**src/rtl/snn_seq_pkg.sv**
```systemverilog
// Shared types and widths for the snn_core frame sequencer.
package snn_seq_pkg;

    typedef enum logic [2:0] {
        IDLE,
        LOAD,
        START,
        WAIT_DONE,
        RESULT
    } seq_state_t;

    localparam int unsigned PIX_ADDR_W = 10;
    localparam int unsigned DIGIT_W    = 4;

endpackage

```
**src/rtl/snn_byte_unpacker.sv**
```systemverilog
// Byte-to-bit unpacker: captures one packed byte and emits it LSB first, one bit per cycle.
module snn_byte_unpacker (
    input  logic       clk,
    input  logic       rst,
    input  logic       load,
    input  logic [7:0] data,
    output logic       ack,
    output logic       busy,
    output logic       ready,
    output logic       last_bit,
    output logic [2:0] bit_idx,
    output logic       bit_data
);

    logic [7:0] shreg;
    logic [2:0] bit_cnt;
    logic       active;

    always_ff @(posedge clk or posedge rst) begin
        if (rst) begin
            shreg   <= '0;
            bit_cnt <= '0;
            active  <= 1'b0;
            ack     <= 1'b0;
        end else begin
            ack <= load;
            if (load) begin
                shreg   <= data;
                bit_cnt <= '0;
                active  <= 1'b1;
            end else if (active) begin
                shreg   <= shreg >> 1;
                bit_cnt <= bit_cnt + 3'd1;
                if (bit_cnt == 3'd7) begin
                    active <= 1'b0;
                end
            end
        end
    end

    // A new byte may be taken on the edge that ends the 8th bit, so writes never gap.
    assign last_bit = active && (bit_cnt == 3'd7);
    assign ready    = !active || (bit_cnt == 3'd7);
    assign busy     = active;
    assign bit_idx  = bit_cnt;
    assign bit_data = shreg[0];

endmodule

```
**src/rtl/snn_frame_sequencer.sv**
```systemverilog
// snn_core front end: unpacks a byte-stream frame into the input RAM, starts the core, captures the digit.
// Optional core_done watchdog enabled by defining SNN_SEQ_TIMEOUT_EN.
module snn_frame_sequencer
    import snn_seq_pkg::*;
#(
    parameter int unsigned NUM_PIXELS = 784
`ifdef SNN_SEQ_TIMEOUT_EN
    ,
    parameter int unsigned TIMEOUT_CYCLES = 2**20
`endif
) (
    input  logic                  clk,
    input  logic                  rst,
    input  logic                  rx_rdy,
    input  logic [7:0]            rx_data,
    output logic                  rx_ack,
    output logic                  core_start,
    input  logic                  core_done,
    input  logic [DIGIT_W-1:0]    core_digit,
    input  logic [PIX_ADDR_W-1:0] core_addr,
    output logic [PIX_ADDR_W-1:0] ram_addr,
    output logic                  ram_we,
    output logic                  ram_wdata,
    output logic                  result_vld,
    output logic [DIGIT_W-1:0]    result_digit,
    output logic                  busy,
    output logic                  timeout_err
);

    localparam int unsigned NUM_BYTES = NUM_PIXELS / 8;
    localparam int unsigned BCW       = (NUM_BYTES > 1) ? $clog2(NUM_BYTES) : 1;

    seq_state_t state, state_nxt;

    logic [BCW-1:0]        byte_cnt;
    logic                  load;
    logic                  unp_busy;
    logic                  unp_ready;
    logic                  unp_last;
    logic [2:0]            bit_idx;
    logic                  unp_bit;
    logic                  last_byte;
    logic                  wd_expire;
    logic [PIX_ADDR_W-1:0] loader_addr;

    snn_byte_unpacker u_unpacker (
        .clk      (clk),
        .rst      (rst),
        .load     (load),
        .data     (rx_data),
        .ack      (rx_ack),
        .busy     (unp_busy),
        .ready    (unp_ready),
        .last_bit (unp_last),
        .bit_idx  (bit_idx),
        .bit_data (unp_bit)
    );

    assign last_byte = (byte_cnt == BCW'(NUM_BYTES - 1));

    always_ff @(posedge clk or posedge rst) begin
        if (rst) begin
            state <= IDLE;
        end else begin
            state <= state_nxt;
        end
    end

    always_comb begin
        state_nxt = state;
        load      = 1'b0;
        case (state)
            IDLE: begin
                if (rx_rdy) begin
                    load      = 1'b1;
                    state_nxt = LOAD;
                end
            end
            LOAD: begin
                if (unp_last && last_byte) begin
                    state_nxt = START;
                end else if (rx_rdy && unp_ready) begin
                    load = 1'b1;
                end
            end
            START: state_nxt = WAIT_DONE;
            WAIT_DONE: begin
                if (core_done) begin
                    state_nxt = RESULT;
                end else if (wd_expire) begin
                    state_nxt = IDLE;
                end
            end
            RESULT:  state_nxt = IDLE;
            default: state_nxt = IDLE;
        endcase
    end

    always_ff @(posedge clk or posedge rst) begin
        if (rst) begin
            byte_cnt <= '0;
        end else if (load) begin
            byte_cnt <= (state == IDLE) ? '0 : byte_cnt + 1'b1;
        end
    end

    always_ff @(posedge clk or posedge rst) begin
        if (rst) begin
            result_digit <= '0;
        end else if (state == WAIT_DONE && core_done) begin
            result_digit <= core_digit;
        end
    end

`ifdef SNN_SEQ_TIMEOUT_EN
    localparam int unsigned WD_W = (TIMEOUT_CYCLES > 1) ? $clog2(TIMEOUT_CYCLES) : 1;

    logic [WD_W-1:0] wd_cnt;
    logic            wd_err;

    // Counter sits at zero outside WAIT_DONE, so it is clear on every entry.
    always_ff @(posedge clk or posedge rst) begin
        if (rst) begin
            wd_cnt <= '0;
            wd_err <= 1'b0;
        end else begin
            wd_cnt <= (state == WAIT_DONE) ? wd_cnt + 1'b1 : '0;
            if (wd_expire) begin
                wd_err <= 1'b1;
            end
        end
    end

    assign wd_expire   = (state == WAIT_DONE) && !core_done && (wd_cnt == WD_W'(TIMEOUT_CYCLES - 1));
    assign timeout_err = wd_err;
`else
    assign wd_expire   = 1'b0;
    assign timeout_err = 1'b0;
`endif

    assign loader_addr = (PIX_ADDR_W'(byte_cnt) << 3) | PIX_ADDR_W'(bit_idx);
    assign ram_addr    = (state == WAIT_DONE) ? core_addr : loader_addr;
    assign ram_we      = (state == LOAD) && unp_busy;
    assign ram_wdata   = unp_bit;
    assign core_start  = (state == START);
    assign result_vld  = (state == RESULT);
    assign busy        = (state != IDLE);

endmodule

```
**config.mk**
```make
export PLATFORM = sky130hd
export DESIGN_NAME = snn_frame_sequencer
export DESIGN_NICKNAME = d
export VERILOG_FILES = /design/src/rtl/snn_seq_pkg.sv /design/src/rtl/snn_byte_unpacker.sv /design/src/rtl/snn_frame_sequencer.sv
export SDC_FILE = /design/constraint.sdc
export NUM_CORES = 1
export LEC_CHECK = 0
export CAP_MARGIN = 25
export CORE_MARGIN = 8
export CORE_UTILIZATION = 46
export CTS_CLUSTER_SIZE = 16
export DETAILED_ROUTE_END_ITERATION = 10
export PLACE_DENSITY_LB_ADDON = 0.12
export SYNTH_ARGS = -nofsm -noshare
export SYNTH_HDL_FRONTEND = slang
export SYNTH_SLANG_ARGS = --single-unit
```
**constraint.sdc**
```tcl
create_clock -name clk -period 2.7 [get_ports clk]
set_input_delay 0.27 -clock clk [delete_from_list [all_inputs] [get_ports clk]]
set_output_delay 0.27 -clock clk [all_outputs]
set_load 0.1 [all_outputs]
```
==> flow_summary.html, run 1 <==
<table>
<tr><th>Metric</th><th>Value</th></tr>
<tr><th colspan="2">Outcome</th></tr>
<tr><td>Run status</td><td>completed</td></tr>
<tr><th colspan="2">STA</th></tr>
<tr><td>Time the worst path needs with I/O delays and setup</td><td>about 2.3 ns</td></tr>
<tr><td>Max Clock Freq</td><td>443 MHz</td></tr>
<tr><td>Slew of the pin with the lowest slew margin</td><td>0.495 ns</td></tr>
<tr><td>Relative slew slack</td><td>66.7%</td></tr>
<tr><td>Final hold slack</td><td>0.283 ns</td></tr>
<tr><td>Unrepaired setup endpoints after global routing</td><td>no</td></tr>
<tr><td>Fin. max-slew vios</td><td>0</td></tr>
<tr><td>Post-route clock period utilization</td><td>between 80 and 90%</td></tr>
<tr><td>Number of hold violations in the final report</td><td>0</td></tr>
<tr><td>Largest clock skew in the final design</td><td>0.00268 ns</td></tr>
<tr><td>Setup WS post-layout</td><td>about 0.44 ns</td></tr>
<tr><td>Final-report setup violation count</td><td>0</td></tr>
<tr><th colspan="2">Floorplan</th></tr>
<tr><td>Chip height</td><td>about 73 microns</td></tr>
<tr><td>IO Pins</td><td>47</td></tr>
<tr><td>Initial Util</td><td>48.3%</td></tr>
<tr><td>Area of the core region</td><td>3050 sq um</td></tr>
<tr><td>Floorplan row count</td><td>20</td></tr>
<tr><td>Overall die area</td><td>5280 sq um</td></tr>
<tr><td>Chip width</td><td>slightly above 70 microns</td></tr>
<tr><th colspan="2">Worst setup path</th></tr>
<tr><td>Crit Path Max Fanout</td><td>13</td></tr>
<tr><td>Startpoint Class</td><td>flip-flop</td></tr>
<tr><td>Standard cell with the maximum stage delay on the critical path</td><td>dfrtp_1</td></tr>
<tr><td>Kind of critical path</td><td>reg2out</td></tr>
<tr><td>Maximum cell stage delay along the critical path</td><td>around 0.48 ns</td></tr>
<tr><td>Top cell family by delay on the critical path</td><td>buffers and inverters</td></tr>
<tr><td>Ordered list of cells on the worst path</td><td>nand3b_1, inv_1, nand2_1, o21ai_0, buf_12</td></tr>
<tr><td>Critical path buffers and inverters</td><td>2</td></tr>
<tr><td>Required time of the worst setup path</td><td>between 2 and 2.5 ns</td></tr>
<tr><td>Setup crit end kind</td><td>output pin</td></tr>
<tr><td>WP data arrival</td><td>a little under 2 ns</td></tr>
<tr><th colspan="2">Synth</th></tr>
<tr><td>Register bit count reported by yosys</td><td>27</td></tr>
<tr><td>Top cell type by total area after synthesis</td><td>dfrtp_1</td></tr>
<tr><td>Most frequent cells after synthesis</td><td>29 x nand2_1, 27 x dfrtp_1, 9 x a21oi_1, 9 x mux2i_1</td></tr>
<tr><td>Yosys top cell area share</td><td>between 40 and 50%</td></tr>
<tr><td>Top cells by area in the synthesized netlist</td><td>dfrtp_1 46%, nand2_1 7.4%, mux2i_1 6.1%, a31oi_1 3.4%, ha_1 3.4%</td></tr>
<tr><td>Number of enable-type register cells in the synthesized netlist</td><td>0</td></tr>
<tr><td>Syn Area/Cell</td><td>slightly below 10 sq um</td></tr>
<tr><td>Most instantiated flip-flop cell in the synthesis netlist</td><td>dfrtp_1</td></tr>
<tr><td>Number of distinct library cells after synthesis</td><td>38</td></tr>
<tr><td>Most frequently used cell type in the post-synthesis netlist</td><td>nand2_1</td></tr>
<tr><td>Share of synthesized registers carrying an async set or reset</td><td>100%</td></tr>
<tr><td>Netlist Area Pre-Place</td><td>1480 sq um</td></tr>
<tr><td>Gate count after technology mapping</td><td>~150</td></tr>
<tr><td>Sequential-to-total area share from yosys stat</td><td>between 40% and 50%</td></tr>
<tr><td>Number of nets in the synthesized netlist</td><td>around 180</td></tr>
<tr><td>YS warnings</td><td>0</td></tr>
<tr><th colspan="2">Layout</th></tr>
<tr><td>Layout overhead on the synthesized area</td><td>33.2%</td></tr>
<tr><td>Post-route cell area</td><td>between 1500 and 2000 sq um</td></tr>
<tr><td>Fill cell instance count of the final layout</td><td>between 200 and 300</td></tr>
<tr><td>Number of antenna diodes</td><td>0</td></tr>
<tr><td>Final Instance Count excl. Fillers</td><td>239</td></tr>
<tr><td>Number of nets in the layout</td><td>226</td></tr>
<tr><td>Share of cells above drive strength 1</td><td>around a fifth</td></tr>
<tr><th colspan="2">Drt</th></tr>
<tr><td>Final routed wirelength across all metal layers</td><td>approximately 3300 microns</td></tr>
<tr><td>First drt pass iteration count</td><td>4</td></tr>
<tr><td>Average routed wire per standard cell</td><td>~14 microns</td></tr>
<tr><td>Via/cell ratio</td><td>~5.2</td></tr>
<tr><td>Number of routed nets with antenna violations</td><td>0</td></tr>
<tr><td>Initial detailed-routing violation count</td><td>38</td></tr>
<tr><td>Post-route DRC violation count</td><td>0</td></tr>
<tr><td>Routed via count</td><td>between 1000 and 1500</td></tr>
<tr><th colspan="2">Place</th></tr>
<tr><td>Placed instance count</td><td>approximately 240</td></tr>
<tr><td>Worst-case setup slack after placement</td><td>approximately 0.76 ns</td></tr>
<tr><td>Estimated wirelength of the detail-placed design</td><td>roughly 2500 microns</td></tr>
<tr><td>Weighted congestion reported at the end of routability-driven placement</td><td>0.833</td></tr>
<tr><td>Dpl cell area</td><td>between 1500 and 2000 sq um</td></tr>
<tr><td>Count of input and output buffers</td><td>between 40 and 50</td></tr>
<tr><th colspan="2">Clock tree</th></tr>
<tr><td>Clk_lat worst skew</td><td>approximately 0.31 ns</td></tr>
<tr><td>Maximum clock path buffer count</td><td>2</td></tr>
<tr><td>Clock input transition at the sequential cells of the worst setup and hold paths</td><td>between 0.1 and 0.15 ns</td></tr>
<tr><td>Clock tree from TritonCTS</td><td>built</td></tr>
<tr><td>Number of hold buffers added after CTS</td><td>0</td></tr>
<tr><td>Clock buffers created by TritonCTS</td><td>3</td></tr>
<tr><td>Htree depth</td><td>1</td></tr>
<tr><td>CTS Root Cell</td><td>clkbuf_4</td></tr>
<tr><td>Count of buffers added by post-CTS timing repair for setup</td><td>0</td></tr>
<tr><td>Clock sinks</td><td>27</td></tr>
<tr><td>CTS-repair resized insts</td><td>0</td></tr>
<tr><th colspan="2">Pwr</th></tr>
<tr><td>Sequential share of power</td><td>31.3%</td></tr>
<tr><td>Share of power burned in the clock network</td><td>under 10%</td></tr>
<tr><td>Leakage power figure</td><td>around 0.96 nW</td></tr>
<tr><td>Reported net switching power</td><td>1.05 mW</td></tr>
<tr><td>Cell internal pwr</td><td>between 0.9 and 1 mW</td></tr>
<tr><td>Proportion of total power due to net switching</td><td>between 50% and 60%</td></tr>
<tr><td>Part of the power in combinational logic</td><td>between 60% and 70%</td></tr>
<tr><td>Worst-case vdd ir drop</td><td>0.000702 V</td></tr>
<tr><td>Power per cell area</td><td>between 1000 and 1500 nW/um^2</td></tr>
<tr><th colspan="2">Global routing</th></tr>
<tr><td>Number of antenna violations at the first check in global routing</td><td>0</td></tr>
<tr><td>Number of global-route vias before repair</td><td>between 1000 and 1500</td></tr>
<tr><td>GRT Util Overall</td><td>13.3%</td></tr>
<tr><td>GRT Residual Overflow</td><td>0</td></tr>
<tr><td>Maximum number of pins on one net before global-route repair</td><td>28</td></tr>
<tr><td>Wire length of the first global-routing pass</td><td>between 5000 and 6000 microns</td></tr>
<tr><th colspan="2">Job</th></tr>
<tr><td>Number of max-cap violations</td><td>0</td></tr>
<tr><th colspan="2">Min path</th></tr>
<tr><td>Min-delay worst type</td><td>in2async</td></tr>
</table>
per-layer routing:
metal	share of wire, %	vias to the layer above	track usage (%)	routed length [microns]
li1	-	613	-	-
met3	6.1	2	3.85	204
met1	45	609	14.5	1490
met2	49	28	24.3	1630
met5	0	-	0	0
met4	0.57	0	3.33	19
power groups by stage:
| stage | sequential [mW] | clock, mW | combinational (mW) |
|---|---|---|---|
| floorplan | 0.700 | 0 | 0.839 |
| global placement | 0.628 | 0 | 1.19 |
| detailed placement | 0.633 | 0 | 1.21 |
| CTS | 0.624 | 0.176 | 1.21 |
| global route | 0.642 | 0.189 | 1.28 |
| finish | 0.625 | 0.170 | 1.20 |
sequential cells by signal (all words and copies together), names as in the netlist:
name                count
u_unpacker.shreg        8
byte_cnt                7
result_digit            4
state                   3
u_unpacker.bit_idx      3
u_unpacker.ack          1
u_unpacker.busy         1
logic make-up (layout without fill, tap and decap cells):
| family | Yosys count | count (layout) | share of synthesized area [%] |
|---|---|---|---|
| flops | 27 | 27 | 45.8 |
| compound gates | 32 | 32 | 15.0 |
| fa+ha+maj | 4 | 4 | 3.39 |
| mux | 14 | 14 | 10.2 |
| xor+xnor | 2 | 2 | 1.19 |
| simple gates | 54 | 54 | 18.6 |
| other cells | 1 | 1 | 0.254 |
| buf+inv | 17 | 61 | 5.60 |
through the flow:
stage	total power [mW]	util (%)	TNS, ns
finish	2.00	64.4	0
floorplan	1.54	-	-1.73
global placement	1.81	63.5	0
CTS	2.01	64.4	0
global route	2.11	64.4	0
detailed placement	1.84	63.5	0
path summary, 6_finish.rpt:
path / start / endpoint / slack [ns] / cells after the start
min in group clk: result_digit[1] / result_digit[1] / 0.53 / 1
worst max register to register: byte_cnt[2] / u_unpacker.shreg[3] / 0.71 / 5
worst max-delay path: state[2] / ram_addr[3] / 0.44 / 5
worst min-delay path: rst / result_digit[1] / 0.28 / 3
max in group asynchronous: rst / u_unpacker.bit_idx[1] / 2.16 / 3
worst min register to register: result_digit[1] / result_digit[1] / 0.53 / 1
cells in the final DEF, fill, tap and decap left out, types with 2 or more instances in the layout:
cell type,count
nand2_1,29
nand4_1,2
a21oi_1,9
buf_4,22
o21a_1,2
o211ai_1,3
inv_1,8
nor3_1,2
o21ai_0,2
mux2i_1,9
o31ai_1,5
clkdlybuf4s50_1,25
nand3_1,5
mux2_2,4
clkbuf_4,3
dfrtp_1,27
nor2_1,5
ha_1,4
a31oi_1,8
buf_12,2
worst reg2reg max path: cells and delay by family (launching register included):
kind            cells  cell delay [ns]
simple gates        1             0.58
compound gates      3             0.54
flops               1             0.48
buf+inv             1             0.31
area by class of cell:
type	instances	area, sq um	share of cell area [%]
Clock inverter	1	5.00	0.255
Sequential cell	27	676	34.4
Tap cell	44	55.1	2.80
Clock buffer	3	22.5	1.15
Timing Repair Buffer	49	455	23.2
Inverter	8	30.0	1.53
Multi-Input combinational cell	107	722	36.7
No activity file was read; power rests on OpenSTA's default activity.
==> run 2, diff against run 1 <==
Settings changed: CORE_UTILIZATION 46 to 41.
Clock period 2.7 ns to 1.83 ns, I/O delays scaled along.
==> run 2 against run 1 <==
The run now ends with setup timing left. Worst hold slack lost 0.072 ns. Clock skew grew 0.0054 ns. Combinational power grew 89%. Largest power group unchanged.
==> flow_summary.html, run 2 (synthesis results as in run 1) <==
<table>
<tr><th>Metric</th><th>Value</th></tr>
<tr><th colspan="2">Layout</th></tr>
<tr><td>Multi-input gate area in the final layout</td><td>823 sq um (+14%)</td></tr>
<tr><td>Fill cell instance count of the final layout</td><td>258 (-5.8%)</td></tr>
<tr><td>Layout overhead on the synthesized area</td><td>61.7%</td></tr>
<tr><td>Share of cells above drive strength 1</td><td>36.1% (+17 points)</td></tr>
<tr><td>Footprint of the flip-flops and latches</td><td>677 sq um (+0.19%)</td></tr>
<tr><td>Number of antenna diodes</td><td>0 (unchanged)</td></tr>
<tr><td>Largest reg by FF count</td><td>u_unpacker.shreg</td></tr>
<tr><td>Most frequent cells in the layout</td><td>29 x buf_4, 26 x dfrtp_1, 25 x clkdlybuf4s50_1</td></tr>
<tr><td>Leading cell type in the layout, fill and taps excluded</td><td>buf_4</td></tr>
<tr><td>Largest registers</td><td>u_unpacker.shreg: 8 flops, byte_cnt: 7 flops, result_digit: 4 flops</td></tr>
<tr><td>Number of nets in the layout</td><td>247 (+9.3%)</td></tr>
<tr><td>Final Instance Count excl. Fillers</td><td>262 (+9.6%)</td></tr>
<tr><td>Largest register FFs</td><td>8 (unchanged)</td></tr>
<tr><th colspan="2">Global routing</th></tr>
<tr><td>Number of global-route vias before repair</td><td>1355 (+3.2%)</td></tr>
<tr><td>Wire length of the first global-routing pass</td><td>6190 microns (+5.8%)</td></tr>
<tr><td>Number of antenna violations at the first check in global routing</td><td>0 (unchanged)</td></tr>
<tr><td>GRT Util Overall</td><td>12.7% (-0.59 points)</td></tr>
<tr><td>GRT Residual Overflow</td><td>0 (unchanged)</td></tr>
<tr><td>Maximum number of pins on one net before global-route repair</td><td>28 (unchanged)</td></tr>
<tr><th colspan="2">Pwr</th></tr>
<tr><td>Worst-case vdd ir drop</td><td>0.000945 V (+35%)</td></tr>
<tr><td>Leakage power figure</td><td>1.11 nW (+16%)</td></tr>
<tr><td>Power per cell area</td><td>1440 nW/um^2 (+41%)</td></tr>
<tr><th colspan="2">STA</th></tr>
<tr><td>Number of hold violations in the final report</td><td>0 (unchanged)</td></tr>
<tr><td>Final hold slack</td><td>0.212 ns (-0.0718 ns)</td></tr>
<tr><td>Setup WS post-layout</td><td>-0.0156 ns (-0.459 ns)</td></tr>
<tr><td>Largest clock skew in the final design</td><td>0.00809 ns (+0.00541 ns)</td></tr>
<tr><td>Final-report setup violation count</td><td>1 (+1)</td></tr>
<tr><td>Fin. max-slew vios</td><td>0 (unchanged)</td></tr>
<tr><td>Time the worst path needs with I/O delays and setup</td><td>roughly 1.8 ns</td></tr>
<tr><td>Unrepaired setup endpoints after global routing</td><td>yes</td></tr>
<tr><td>Max Clock Freq</td><td>~540 MHz</td></tr>
<tr><td>Post-route clock period utilization</td><td>101%</td></tr>
<tr><th colspan="2">Worst setup path</th></tr>
<tr><td>Kind of critical path</td><td>reg2reg</td></tr>
<tr><td>Required time of the worst setup path</td><td>2.09 ns (-0.34 ns)</td></tr>
<tr><td>Setup slack of the worst register-to-register path</td><td>-0.02 ns (-0.73 ns)</td></tr>
<tr><td>WP data arrival</td><td>2.11 ns (+0.12 ns)</td></tr>
<tr><td>Crit Path Max Fanout</td><td>5 (-8)</td></tr>
<tr><td>Ordered list of cells on the worst path</td><td>ha_2, ha_4, nand4_1, o2111ai_4, or4_1, a21boi_1</td></tr>
<tr><td>Standard cell with the maximum stage delay on the critical path</td><td>or4_1</td></tr>
<tr><td>Crit path from</td><td>u_unpacker.bit_idx[1]</td></tr>
<tr><td>Reg-to-Reg Start</td><td>u_unpacker.bit_idx[1]</td></tr>
<tr><td>Startpoint Class</td><td>flip-flop</td></tr>
<tr><td>Maximum cell stage delay along the critical path</td><td>0.57 ns (+0.09 ns)</td></tr>
<tr><td>Setup crit end kind</td><td>flip-flop</td></tr>
<tr><th colspan="2">Drt</th></tr>
<tr><td>Initial detailed-routing violation count</td><td>23 (-39%)</td></tr>
<tr><td>Routed wire length on met2</td><td>1890 microns (+16%)</td></tr>
<tr><td>Met3 wirelength from detailed routing</td><td>185 microns (-9.3%)</td></tr>
<tr><td>Average routed wire per standard cell</td><td>14.2 microns (+1.7%)</td></tr>
<tr><td>Post-route DRC violation count</td><td>0 (unchanged)</td></tr>
<tr><td>Number of routed nets with antenna violations</td><td>0 (unchanged)</td></tr>
<tr><td>Final routed wirelength across all metal layers</td><td>3730 microns (+11%)</td></tr>
<tr><td>Routed via count</td><td>1319 (+5.4%)</td></tr>
<tr><td>Detailed-routing wirelength on met1</td><td>1590 microns (+6.6%)</td></tr>
<tr><td>Via/cell ratio</td><td>5.03 (-3.9%)</td></tr>
<tr><td>Highest metal used</td><td>met4</td></tr>
<tr><td>First drt pass iteration count</td><td>4 (unchanged)</td></tr>
<tr><th colspan="2">Place</th></tr>
<tr><td>Placed instance count</td><td>253 (+7.7%)</td></tr>
<tr><td>Count of input and output buffers</td><td>45 (unchanged)</td></tr>
<tr><td>Worst-case setup slack after placement</td><td>0.000877 ns (-0.759 ns)</td></tr>
<tr><td>Estimated wirelength of the detail-placed design</td><td>2930 microns (+15%)</td></tr>
<tr><td>Weighted congestion reported at the end of routability-driven placement</td><td>0.875 (+5.0%)</td></tr>
<tr><th colspan="2">Job</th></tr>
<tr><td>Number of max-cap violations</td><td>0 (unchanged)</td></tr>
<tr><th colspan="2">Clock tree</th></tr>
<tr><td>Clock input transition at the sequential cells of the worst setup and hold paths</td><td>0.14 ns (about the same)</td></tr>
<tr><td>Clock buffers created by TritonCTS</td><td>3 (unchanged)</td></tr>
<tr><td>CTS Root Cell</td><td>clkbuf_4</td></tr>
<tr><td>Maximum clock path buffer count</td><td>2 (unchanged)</td></tr>
<tr><td>Htree depth</td><td>1 (unchanged)</td></tr>
<tr><td>Clock sinks</td><td>27 (unchanged)</td></tr>
<tr><td>Number of hold buffers added after CTS</td><td>0 (unchanged)</td></tr>
<tr><td>Clk_lat worst skew</td><td>0.33 ns (+0.02 ns)</td></tr>
<tr><td>Clock tree from TritonCTS</td><td>built</td></tr>
<tr><th colspan="2">Outcome</th></tr>
<tr><td>Violated checks</td><td>setup timing</td></tr>
<tr><td>Run status</td><td>finished with violations</td></tr>
<tr><th colspan="2">Floorplan</th></tr>
<tr><td>Area of the core region</td><td>3390 sq um (+11%)</td></tr>
<tr><td>IO Pins</td><td>47 (unchanged)</td></tr>
<tr><td>Chip height</td><td>76.0 microns (+4.6%)</td></tr>
<tr><td>Initial Util</td><td>43.5% (-4.8 points)</td></tr>
<tr><td>Floorplan row count</td><td>21 (+5.0%)</td></tr>
<tr><td>Chip width</td><td>76.0 microns (+4.6%)</td></tr>
<tr><td>Overall die area</td><td>5770 sq um (+9.5%)</td></tr>
<tr><th colspan="2">Min path</th></tr>
<tr><td>Min-delay worst type</td><td>in2async</td></tr>
</table>
[run 2: changes by cell type in the layout (fill, tap and decap cells not counted), sizes merged]
cell and change:
buf +21, clkbuf +1, clkinv -1
[run 2: per-stage QoR]
step                TNS [ns]  total power, mW  cell area, sq um  utilization, %
floorplan             -0.637             2.36              1550               -
global placement           0             3.08              2280            67.4
detailed placement         0             3.13              2280            67.4
CTS                 -0.00311             3.40              2330            68.9
global route          -0.726             3.62              2380            70.4
finish               -0.0156             3.43              2380            70.4
[run 2: timing repair]
action | 4_1_cts | 5_1_grt
pin swaps | 1 | 4
gates resized for setup | 4 | 7
endpoints found under the setup margin | 11 | 18
setup buffers | 2 | 3
[run 2: final timing paths]
check	endpoint	depth (start not counted)
max	byte_cnt[5]	6
min	result_digit[3]	3
max reg2reg	byte_cnt[5]	6
min reg2reg	result_digit[0]	1
max in group asynchronous	state[2]	3
min in group clk	u_unpacker.shreg[0]	3
[run 2: report_power, final]
group | internal [mW] | leakage [nW] | switching (mW) | total [mW]
sequential | 0.777 | 0.340 | 0.122 | 0.899
combinational | 0.893 | 0.752 | 1.38 | 2.27
clock | 0.0854 | 0.0150 | 0.174 | 0.259
total | 1.76 | 1.11 | 1.67 | 3.43
[run 2: layout make-up]
cell class                      instances  share of cell area (%)
Multi-Input combinational cell        107                    34.5
Timing Repair Buffer                   70                    32.3
Sequential cell                        27                    28.4
Tap cell                               46                    2.41
Inverter                                8                    1.26
Clock buffer                            4                    1.10
[run 2: per-layer routing]
metal  track usage (%)  up-vias
met2              22.4       34
met3              2.95        7
met4              4.71        0
met5                 0        -
met1              14.4      616
li1                  -      662
[run 2: critical path, delay by kind of cell (launching register included)]
kind	cells	cell delay (ns)
and+or+nand+nor	2	0.69
DFF	1	0.41
adders and majority gates	2	0.35
AOI/OAI and AO/OA	2	0.33
